==> src/rtl/hazard_stall_controller_if.sv <==
// Decode-stage hazard bus: operand/destination info in, stall/flush and mult/div status out.
// The controller uses the slave view; the pipeline (or a bench) drives through the master view.
interface hazard_stall_controller_if #(
    parameter int unsigned REG_ADDR_W = 5,
    parameter int unsigned CNT_W      = 16
);
    logic [REG_ADDR_W-1:0] Rs_D;
    logic [REG_ADDR_W-1:0] Rt_D;
    logic                  Branch_D;
    logic                  MD_Start_D;
    logic                  MD_Read_D;
    logic [REG_ADDR_W-1:0] Write_Reg_E;
    logic                  Reg_Write_E;
    logic                  Mem_To_Reg_E;
    logic [REG_ADDR_W-1:0] Write_Reg_M;
    logic                  Mem_To_Reg_M;
    logic                  Stall_F;
    logic                  Stall_D;
    logic                  Flush_E;
    logic                  MD_Busy;
    logic                  MD_Done;
    logic [CNT_W-1:0]      Stall_Count;

    modport master (
        output Rs_D, Rt_D, Branch_D, MD_Start_D, MD_Read_D,
               Write_Reg_E, Reg_Write_E, Mem_To_Reg_E, Write_Reg_M, Mem_To_Reg_M,
        input  Stall_F, Stall_D, Flush_E, MD_Busy, MD_Done, Stall_Count
    );

    modport slave (
        input  Rs_D, Rt_D, Branch_D, MD_Start_D, MD_Read_D,
               Write_Reg_E, Reg_Write_E, Mem_To_Reg_E, Write_Reg_M, Mem_To_Reg_M,
        output Stall_F, Stall_D, Flush_E, MD_Busy, MD_Done, Stall_Count
    );
endinterface

==> src/rtl/hazard_stall_controller.sv <==
// Decode-stage stall/flush generator: load-use, branch-operand and mult/div hazards,
// plus the mult/div sequencer and a saturating stalled-cycle counter.
module hazard_stall_controller #(
    parameter int unsigned REG_ADDR_W = 5,
    parameter int unsigned MD_LATENCY = 32,
    parameter int unsigned CNT_W      = 16
) (
    input  logic                    clk,
    input  logic                    rst_n,
    hazard_stall_controller_if.slave bus
);
    localparam int unsigned LAT_W = (MD_LATENCY > 1) ? $clog2(MD_LATENCY) : 1;

    typedef enum logic [1:0] {
        S_IDLE = 2'd0,
        S_RUN  = 2'd1,
        S_DONE = 2'd2
    } state_t;

    state_t           r_state;
    logic [LAT_W-1:0] r_cnt;
    logic             r_md_busy;
    logic             r_md_done;
    logic [CNT_W-1:0] r_stall_cnt;

    logic w_lw_stall;
    logic w_br_stall;
    logic w_md_stall;
    logic w_stall;
    logic w_accept;

    // Register 0 is hard-wired, so it never creates a dependency.
    function automatic logic f_match(input logic [REG_ADDR_W-1:0] x,
                                     input logic [REG_ADDR_W-1:0] r);
        return (r != '0) && (x == r);
    endfunction

    always_comb begin
        w_lw_stall = bus.Mem_To_Reg_E &&
                     (f_match(bus.Rs_D, bus.Write_Reg_E) || f_match(bus.Rt_D, bus.Write_Reg_E));
        w_br_stall = bus.Branch_D &&
                     ((bus.Reg_Write_E &&
                       (f_match(bus.Rs_D, bus.Write_Reg_E) || f_match(bus.Rt_D, bus.Write_Reg_E))) ||
                      (bus.Mem_To_Reg_M &&
                       (f_match(bus.Rs_D, bus.Write_Reg_M) || f_match(bus.Rt_D, bus.Write_Reg_M))));
        w_md_stall = (r_state == S_RUN) && (bus.MD_Start_D || bus.MD_Read_D);
        w_stall    = w_lw_stall || w_br_stall || w_md_stall;
        w_accept   = bus.MD_Start_D && !w_lw_stall && !w_br_stall && (r_state != S_RUN);
    end

    // Stall lines are combinational so the hazard is held off in the same cycle.
    assign bus.Stall_F     = rst_n & w_stall;
    assign bus.Stall_D     = rst_n & w_stall;
    assign bus.Flush_E     = rst_n & w_stall;
    assign bus.MD_Busy     = r_md_busy;
    assign bus.MD_Done     = r_md_done;
    assign bus.Stall_Count = r_stall_cnt;

    // Mult/div sequencer; DONE behaves like IDLE so a new op can issue without a gap.
    always_ff @(posedge clk or negedge rst_n) begin
        if (!rst_n) begin
            r_state   <= S_IDLE;
            r_cnt     <= '0;
            r_md_busy <= 1'b0;
            r_md_done <= 1'b0;
        end else begin
            case (r_state)
                S_RUN: begin
                    if (r_cnt == '0) begin
                        r_state   <= S_DONE;
                        r_md_busy <= 1'b0;
                        r_md_done <= 1'b1;
                    end else begin
                        r_cnt <= r_cnt - LAT_W'(1);
                    end
                end
                default: begin
                    r_md_done <= 1'b0;
                    if (w_accept) begin
                        r_state   <= S_RUN;
                        r_cnt     <= LAT_W'(MD_LATENCY - 1);
                        r_md_busy <= 1'b1;
                    end else begin
                        r_state   <= S_IDLE;
                        r_md_busy <= 1'b0;
                    end
                end
            endcase
        end
    end

    always_ff @(posedge clk or negedge rst_n) begin
        if (!rst_n) begin
            r_stall_cnt <= '0;
        end else if (w_stall && (r_stall_cnt != '1)) begin
            r_stall_cnt <= r_stall_cnt + CNT_W'(1);
        end
    end
endmodule
==> src/flat_wrapper.sv <==
// flat-port wrapper written by rule: the top's interface ports become plain ports
module hazard_stall_controller_flat 
#(
    parameter int unsigned REG_ADDR_W = 5,
    parameter int unsigned MD_LATENCY = 32,
    parameter int unsigned CNT_W      = 16
)
  (clk, rst_n, bus_Rs_D, bus_Rt_D, bus_Branch_D, bus_MD_Start_D, bus_MD_Read_D, bus_Write_Reg_E, bus_Reg_Write_E, bus_Mem_To_Reg_E, bus_Write_Reg_M, bus_Mem_To_Reg_M, bus_Stall_F, bus_Stall_D, bus_Flush_E, bus_MD_Busy, bus_MD_Done, bus_Stall_Count);
  hazard_stall_controller_if #(.REG_ADDR_W(REG_ADDR_W), .CNT_W(CNT_W)) bus_i ();
  input  logic clk;
  input  logic rst_n;
  input wire logic [$bits(bus_i.Rs_D)-1:0] bus_Rs_D;
  input wire logic [$bits(bus_i.Rt_D)-1:0] bus_Rt_D;
  input wire logic [$bits(bus_i.Branch_D)-1:0] bus_Branch_D;
  input wire logic [$bits(bus_i.MD_Start_D)-1:0] bus_MD_Start_D;
  input wire logic [$bits(bus_i.MD_Read_D)-1:0] bus_MD_Read_D;
  input wire logic [$bits(bus_i.Write_Reg_E)-1:0] bus_Write_Reg_E;
  input wire logic [$bits(bus_i.Reg_Write_E)-1:0] bus_Reg_Write_E;
  input wire logic [$bits(bus_i.Mem_To_Reg_E)-1:0] bus_Mem_To_Reg_E;
  input wire logic [$bits(bus_i.Write_Reg_M)-1:0] bus_Write_Reg_M;
  input wire logic [$bits(bus_i.Mem_To_Reg_M)-1:0] bus_Mem_To_Reg_M;
  output wire logic [$bits(bus_i.Stall_F)-1:0] bus_Stall_F;
  output wire logic [$bits(bus_i.Stall_D)-1:0] bus_Stall_D;
  output wire logic [$bits(bus_i.Flush_E)-1:0] bus_Flush_E;
  output wire logic [$bits(bus_i.MD_Busy)-1:0] bus_MD_Busy;
  output wire logic [$bits(bus_i.MD_Done)-1:0] bus_MD_Done;
  output wire logic [$bits(bus_i.Stall_Count)-1:0] bus_Stall_Count;
  assign bus_i.Rs_D = bus_Rs_D;
  assign bus_i.Rt_D = bus_Rt_D;
  assign bus_i.Branch_D = bus_Branch_D;
  assign bus_i.MD_Start_D = bus_MD_Start_D;
  assign bus_i.MD_Read_D = bus_MD_Read_D;
  assign bus_i.Write_Reg_E = bus_Write_Reg_E;
  assign bus_i.Reg_Write_E = bus_Reg_Write_E;
  assign bus_i.Mem_To_Reg_E = bus_Mem_To_Reg_E;
  assign bus_i.Write_Reg_M = bus_Write_Reg_M;
  assign bus_i.Mem_To_Reg_M = bus_Mem_To_Reg_M;
  assign bus_Stall_F = bus_i.Stall_F;
  assign bus_Stall_D = bus_i.Stall_D;
  assign bus_Flush_E = bus_i.Flush_E;
  assign bus_MD_Busy = bus_i.MD_Busy;
  assign bus_MD_Done = bus_i.MD_Done;
  assign bus_Stall_Count = bus_i.Stall_Count;
  hazard_stall_controller #(.REG_ADDR_W(REG_ADDR_W), .MD_LATENCY(MD_LATENCY), .CNT_W(CNT_W)) u_core (.clk(clk), .rst_n(rst_n), .bus(bus_i));
endmodule
==> config.mk <==
export PLATFORM = sky130hd
export DESIGN_NAME = hazard_stall_controller_flat
export DESIGN_NICKNAME = d
export VERILOG_FILES = /design/src/rtl/hazard_stall_controller_if.sv /design/src/rtl/hazard_stall_controller.sv /design/src/flat_wrapper.sv
export SDC_FILE = /design/constraint.sdc
export NUM_CORES = 1
export LEC_CHECK = 0
export ABC_CLOCK_PERIOD_IN_PS = 2200
export CELL_PAD_IN_SITES_DETAIL_PLACEMENT = 2
export CELL_PAD_IN_SITES_GLOBAL_PLACEMENT = 2
export CORE_UTILIZATION = 24
export DETAILED_ROUTE_END_ITERATION = 7
export PLACE_DENSITY_LB_ADDON = 0.3
export SLEW_MARGIN = 10
export SYNTH_ARGS = -nofsm -noshare
export SYNTH_HDL_FRONTEND = slang
export SYNTH_SLANG_ARGS = --single-unit
==> constraint.sdc <==
create_clock -name clk -period 2.2 [get_ports clk]
set_clock_uncertainty 0.05 [all_clocks]
set_input_delay 0.44 -clock clk [delete_from_list [all_inputs] [get_ports clk]]
set_output_delay 0.44 -clock clk [all_outputs]
set_load 0.02 [all_outputs]
# After elaboration in Yosys (flattened, before gate mapping)
# Index checks and enable logic that the tools add are counted.
# classes
addsub,2
mul,0
div_mod_pow,0
n_lt_le_gt_ge,0
eq_ne,9
shift,0
muxes,11
bitwise,1
reduce_logical,26
# op_table
operator,n
== test 5 bit,4
"adder 16 x 1 -> 16 bit, second input constant",1
"!= test 16 bit, second input constant",1
2-to-1 mux 5 bit,3
logical AND 1 bit,13
nonzero test 5 bit,2
logical OR 1 bit,6
2-to-1 mux 1 bit,6
zero test 5 bit,1
"subtractor 5 x 1 -> 5 bit, second input constant",1
2-to-1 mux 2 bit,2
"!= test 2 bit, second input constant",2
"== test 2 x 1 -> 1 bit, second input constant",1
zero test 1 bit,2
"!= test 2 x 1 -> 1 bit, second input constant",1
AND reduction 2 bit,1
nonzero test 2 bit,1
bitwise AND 1 bit,1
# totals
regBits,25
latchBits,0
ram_bits,0
mem_bits_ro,0
output_inout_bits,21
elab_cells,54
mem_count,0

# Longest topological paths before layout
# Gate-level depths: netlist of run 1.
# logic_depth
ltp_word,11
depth_mapped,7
mapped_depth_nobuf,7

# Worst setup path before layout of run 1
# OpenSTA, ideal clock, no wires.
# synth_timing
path_kind,input to output
start,in bus_Write_Reg_M[0]
end,out bus_Stall_D
arrival_ps,1918
required_time_ps,1710
slack_ps,-208
stages,6
path_buffers,2
path_cell_list,or4_1 > o211ai_2 > o221ai_2 > buf_2 > and2_1 > buf_4
# synth_via
elab_chain_len,9
word_cells_on_any_way,12
cone_classes,2 x eq/ne; 1 x bitwise; 9 x reduce/logical
# synth_lines
item,line,rtl
start: declaration,flat_wrapper.sv:20,input wire logic [$bits(bus_i.Write_Reg_M)-1:0] bus_Write_Reg_M;
== test 5 bit or nonzero test 5 bit (tied branches),hazard_stall_controller.sv:35,return (r != '0) && (x == r);
logical AND 1 bit,hazard_stall_controller.sv:35,
logical OR 1 bit (*),hazard_stall_controller.sv:45,"(f_match(bus.Rs_D, bus.Write_Reg_M) || f_match(bus.Rt_D, bus.Write_Reg_M))));"
logical AND 1 bit (*),hazard_stall_controller.sv:44,(bus.Mem_To_Reg_M &&
logical OR 1 bit (*),hazard_stall_controller.sv:43,"(f_match(bus.Rs_D, bus.Write_Reg_E) || f_match(bus.Rt_D, bus.Write_Reg_E))) ||"
logical AND 1 bit (*),hazard_stall_controller.sv:41,w_br_stall = bus.Branch_D &&
logical OR 1 bit (*) (2 in series),hazard_stall_controller.sv:47,w_stall = w_lw_stall || w_br_stall || w_md_stall;
bitwise AND 1 bit (*),--,
end: declaration,flat_wrapper.sv:23,output wire logic [$bits(bus_i.Stall_D)-1:0] bus_Stall_D;
# Every way passes the cells marked *; elsewhere a longest branch is shown, timed or not.

# Final worst setup path of run 1
# layout_timing
start,in bus_Write_Reg_M[3]
end,out bus_Stall_F
# layout_via
elab_chain_len,9
word_cells_on_any_way,12
cone_classes,2 x eq/ne; 1 x bitwise; 9 x reduce/logical
# layout_lines
item,line,rtl
== test 5 bit or nonzero test 5 bit (tied branches),hazard_stall_controller.sv:35,
logical AND 1 bit,hazard_stall_controller.sv:35,
logical OR 1 bit (*),hazard_stall_controller.sv:45,
logical AND 1 bit (*),hazard_stall_controller.sv:44,
logical OR 1 bit (*),hazard_stall_controller.sv:43,
logical AND 1 bit (*),hazard_stall_controller.sv:41,
logical OR 1 bit (*) (2 in series),hazard_stall_controller.sv:47,
bitwise AND 1 bit (*),hazard_stall_controller.sv:52,assign bus.Stall_F = rst_n & w_stall;
end: declaration,flat_wrapper.sv:22,output wire logic [$bits(bus_i.Stall_F)-1:0] bus_Stall_F;
# Marked as above.

==> results.md, run 1 <==
- Status: complete, but fails checks
- Violated checks: setup timing
- Max cap viols: 0
- PortBufs: between 40 and 50
- Fraction of layout cells with a size suffix above 1: 27.8%
- Starting Density: between 20% and 30%
- Internal Dissipation: 1.18 mW
- Register Area: 576 µm²
- Class of the worst hold path: reg -> reg
- Leakage: between 0.9 and 1 nW
- Synth Cell Area: 1420 µm²
- Setup TNS: -0.0168 ns
- Synth cell count leaders: dfrtp_1 (23), xor2_1 (22), xnor2_1 (13)
- Asr flop ratio synth: 100%
- Endpoint, Worst Hold: u_core.r_cnt[0]
- Routed WL: 4830 µm
- Cell taking the most area after synthesis: dfrtp_1
- Comb pwr share: approximately 52%
- Critical Path Sink Type: primary output
- CP cell instances: buf_8 > or4_4 > o211ai_4 > o221ai_2 > and2_4 > buf_6
- Synth area leaders: dfrtp_1 (40%), xor2_1 (14%), xnor2_1 (8.0%), nand3_1 (3.2%), nor3_1 (2.8%)
- # setup viols final: 3
- Residual DRC count: 0
- Avg Inst Size Synth: about 9.9 µm²
- Root Driver: clkbuf_8
- CTS H-tree depth: 1
- Cell Area, Placed: a little over 2000 µm²
- Power Density: 898 nW/µm²
- TritonCTS clock tree: yes
- Hold WS: 0.447 ns
- Slew headroom: 79.5%
- CTS clk-pin slew, worst paths: 0.08 ns
- Crit-path max FO: 3
- RSZ-0062 raised after global routing: yes
- Clock power share: 13.8%
- Final worst slack: -0.00582 ns
- #FFs+latches synth: 23
- Sequential share of power: approximately a third
- Core ar.: 5610 µm²
- CTS max path bufs: 2
- Multi-input gate area: just under 900 µm²
- GRT Total Usage: 16.7%
- Global-route wire length before repair: about 8000 µm
- EDFF count, synth: 0
- Initial antenna violation count: 0
- CP max-delay cell: or4_4
- Slew Limit Fails: 0
- Worst Path Required: around 1.7 ns
- I/O pins: just under 50
- Mapped Cells: 144
- Vias/cell: slightly below 5
- Fin crit period: about 2.2 ns
- Row count: 27
- Synth top area share: 40.4%
- 1st-iter DRT viols: 34
- Reg2reg setup slack: just over 0.3 ns
- Critical path's top delay family: simple AND/OR/NAND/NOR gates
- Reg2reg path depth: 7
- Vias in the first global route: 1565
- Synth warn: 0
- DIE AREA: 6240 µm²
- Worst skew pair latency: about 0.27 ns
- RR Startpoint: u_core.bus.Stall_Count[0]
- Setup CP Type: in -> out
- CTS Hold Bufs: 0
- Sw Ratio: 39.6%
- Net Switching: 774 µW
- Sequential fraction of the synthesis area: 40.4%
- Placer Congestion: 0.816
- Synth cell types: 37
- Reg-to-reg endpoint: u_core.bus.Stall_Count[1]
- Placed cell count: 272
- Startpoint Class: input port
- DP HPWL: 3620 µm
- ANT cells: 0
- # clock sinks: 23
- Non-filler cells, final: 281
- Antenna-violating nets left: 0
- Min-delay src: u_core.r_cnt[0]
- DIE HEIGHT: 79.0 µm
- Arrival time of the worst setup path: between 1.5 and 2 ns
- Main synth FF type: dfrtp_1
- GRT overflow: 0
- Hold Crit Depth: 1
- Largest net degree at the start of global routing: 24
- Final Cycle Share: 100%
- Worst-margin pin slew: 0.307 ns
- Die W: about 79 µm
- Routed via count: ~1.4k
- Average wire per standard cell: around 17 µm
- Crit path largest cell delay: 0.54 ns
- Max VDD drop: between 0.0004 and 0.0005 V
- Filler Cells Inserted: ~630
- Synthesis-to-finish area growth: 53.0%
- TritonRoute pass-1 iters: 3
- Top-count cell post-synth: dfrtp_1
- Syn Nets: approximately 180
- CP Buf/Inv Count: 2
- Max Fclk: around 0.45 GHz
- Final Hold Vio Count: 0
- Final #Nets: 241
- Total CTS buffers: 3
- Design Area, Final: 2180 µm²
-- placed cells by master (no fill, tap or decap), types with 6 or more instances in the layout --
cell type         n
clkbuf_2          8
nand2_1           6
buf_4            16
clkdlybuf4s50_1  24
xnor2_1          13
nor2_1            8
buf_6             6
xor2_1           20
nand4_1           6
nand3_1           9
dfrtp_1          23
-- power by group through the flow --
stage                     combinational, mW  clock, mW  sequential (mW)
after floorplan                       0.500          0            0.752
after detailed placement              0.981          0            0.690
after CTS                              1.01      0.285            0.684
after global placement                0.932          0            0.681
after global routing                   1.12      0.306            0.702
final                                  1.01      0.270            0.680
-- layer usage --
layer | vias to the layer above | share of wire (%) | GRT usage, %
met1 | 699 | 41 | 20.1
met3 | 5 | 3.3 | 3.56
met5 | - | 0 | 0
li1 | 635 | - | -
met4 | 0 | 0.83 | 3.82
met2 | 21 | 54 | 30.3
-- worst max path at each step --
| stage | startpoint | endpoint | cells after the start |
|---|---|---|---|
| 2_1_floorplan | bus_Write_Reg_M[0] | bus_Stall_D | 6 |
| 3_3_place_gp | bus_Write_Reg_M[0] | bus_Flush_E | 6 |
| 3_5_place_dp | bus_Write_Reg_M[1] | bus_Stall_F | 7 |
| 4_1_cts | bus_Write_Reg_E[4] | bus_Stall_F | 6 |
| 5_1_grt | bus_Write_Reg_M[3] | bus_Stall_F | 6 |
| 6_report | bus_Write_Reg_M[3] | bus_Stall_F | 6 |
-- worst register-to-register path: stages, from the launching register on --
cell     delay, ns
dfrtp_1       0.41
ha_1          0.19
and3_1        0.19
nand3_1       0.12
nor2_1        0.20
nand3_2       0.14
and2_4        0.20
mux2_4        0.29
-- metrics by stage --
stage          power (mW)  setup slack, ns  utilization, %
6_report             1.96         -0.00582            38.8
5_1_grt              2.13          -0.0466            38.8
4_1_cts              1.98          -0.0104            38.6
3_5_place_dp         1.67           -0.821            36.9
3_3_place_gp         1.61           -0.779            36.9
2_1_floorplan        1.25          -0.0978               -
-- cell families after synthesis --
family / count (synthesis) / synth area share [%]
adders and majority gates: 3 / 2.64
AOI/OAI and AO/OA: 17 / 9.49
DFF: 23 / 40.4
buffers and inverters: 9 / 2.99
xor gates and xnor gates: 35 / 21.5
muxes: 1 / 1.05
and+or+nand+nor: 56 / 21.9
-- sequential cells by signal (all words and copies together) (netlist names) --
signal                  flops
u_core.r_cnt                5
u_core.r_state              1
u_core.bus.Stall_Count     16
u_core.bus.MD_Done          1
-- timing repair --
item / in CTS / in global routing
pin swaps: 18 / 7
gates resized for setup: 84 / 20
hold endpoints to repair: 0 / 0
buffers inserted: 4 / 1
setup endpoints to repair: 6 / 4
-- final cells by class --
cell class / count / share of cell area [%]
clock buffers: 4 / 2.07
inverters: 5 / 0.862
multi-input cells: 112 / 40.6
flip-flops and latches: 23 / 26.4
well taps: 72 / 4.14
repair buffers: 65 / 26.0
Power figures use the tool's default switching activity.
==> inputs of run 2 (changes only) <==
CAP_MARGIN = 20   (was not set)
SKIP_LAST_GASP = 1   (was not set)
==> results of run 2 <==
Same layout as run 1: the final DEF is identical, and so are final timing and power.
==> inputs of run 3 (changes only) <==
GPL_ROUTABILITY_DRIVEN = 0   (was not set)
==> results of run 3 <==
Same layout as run 1: the final DEF is identical, and so are final timing and power.
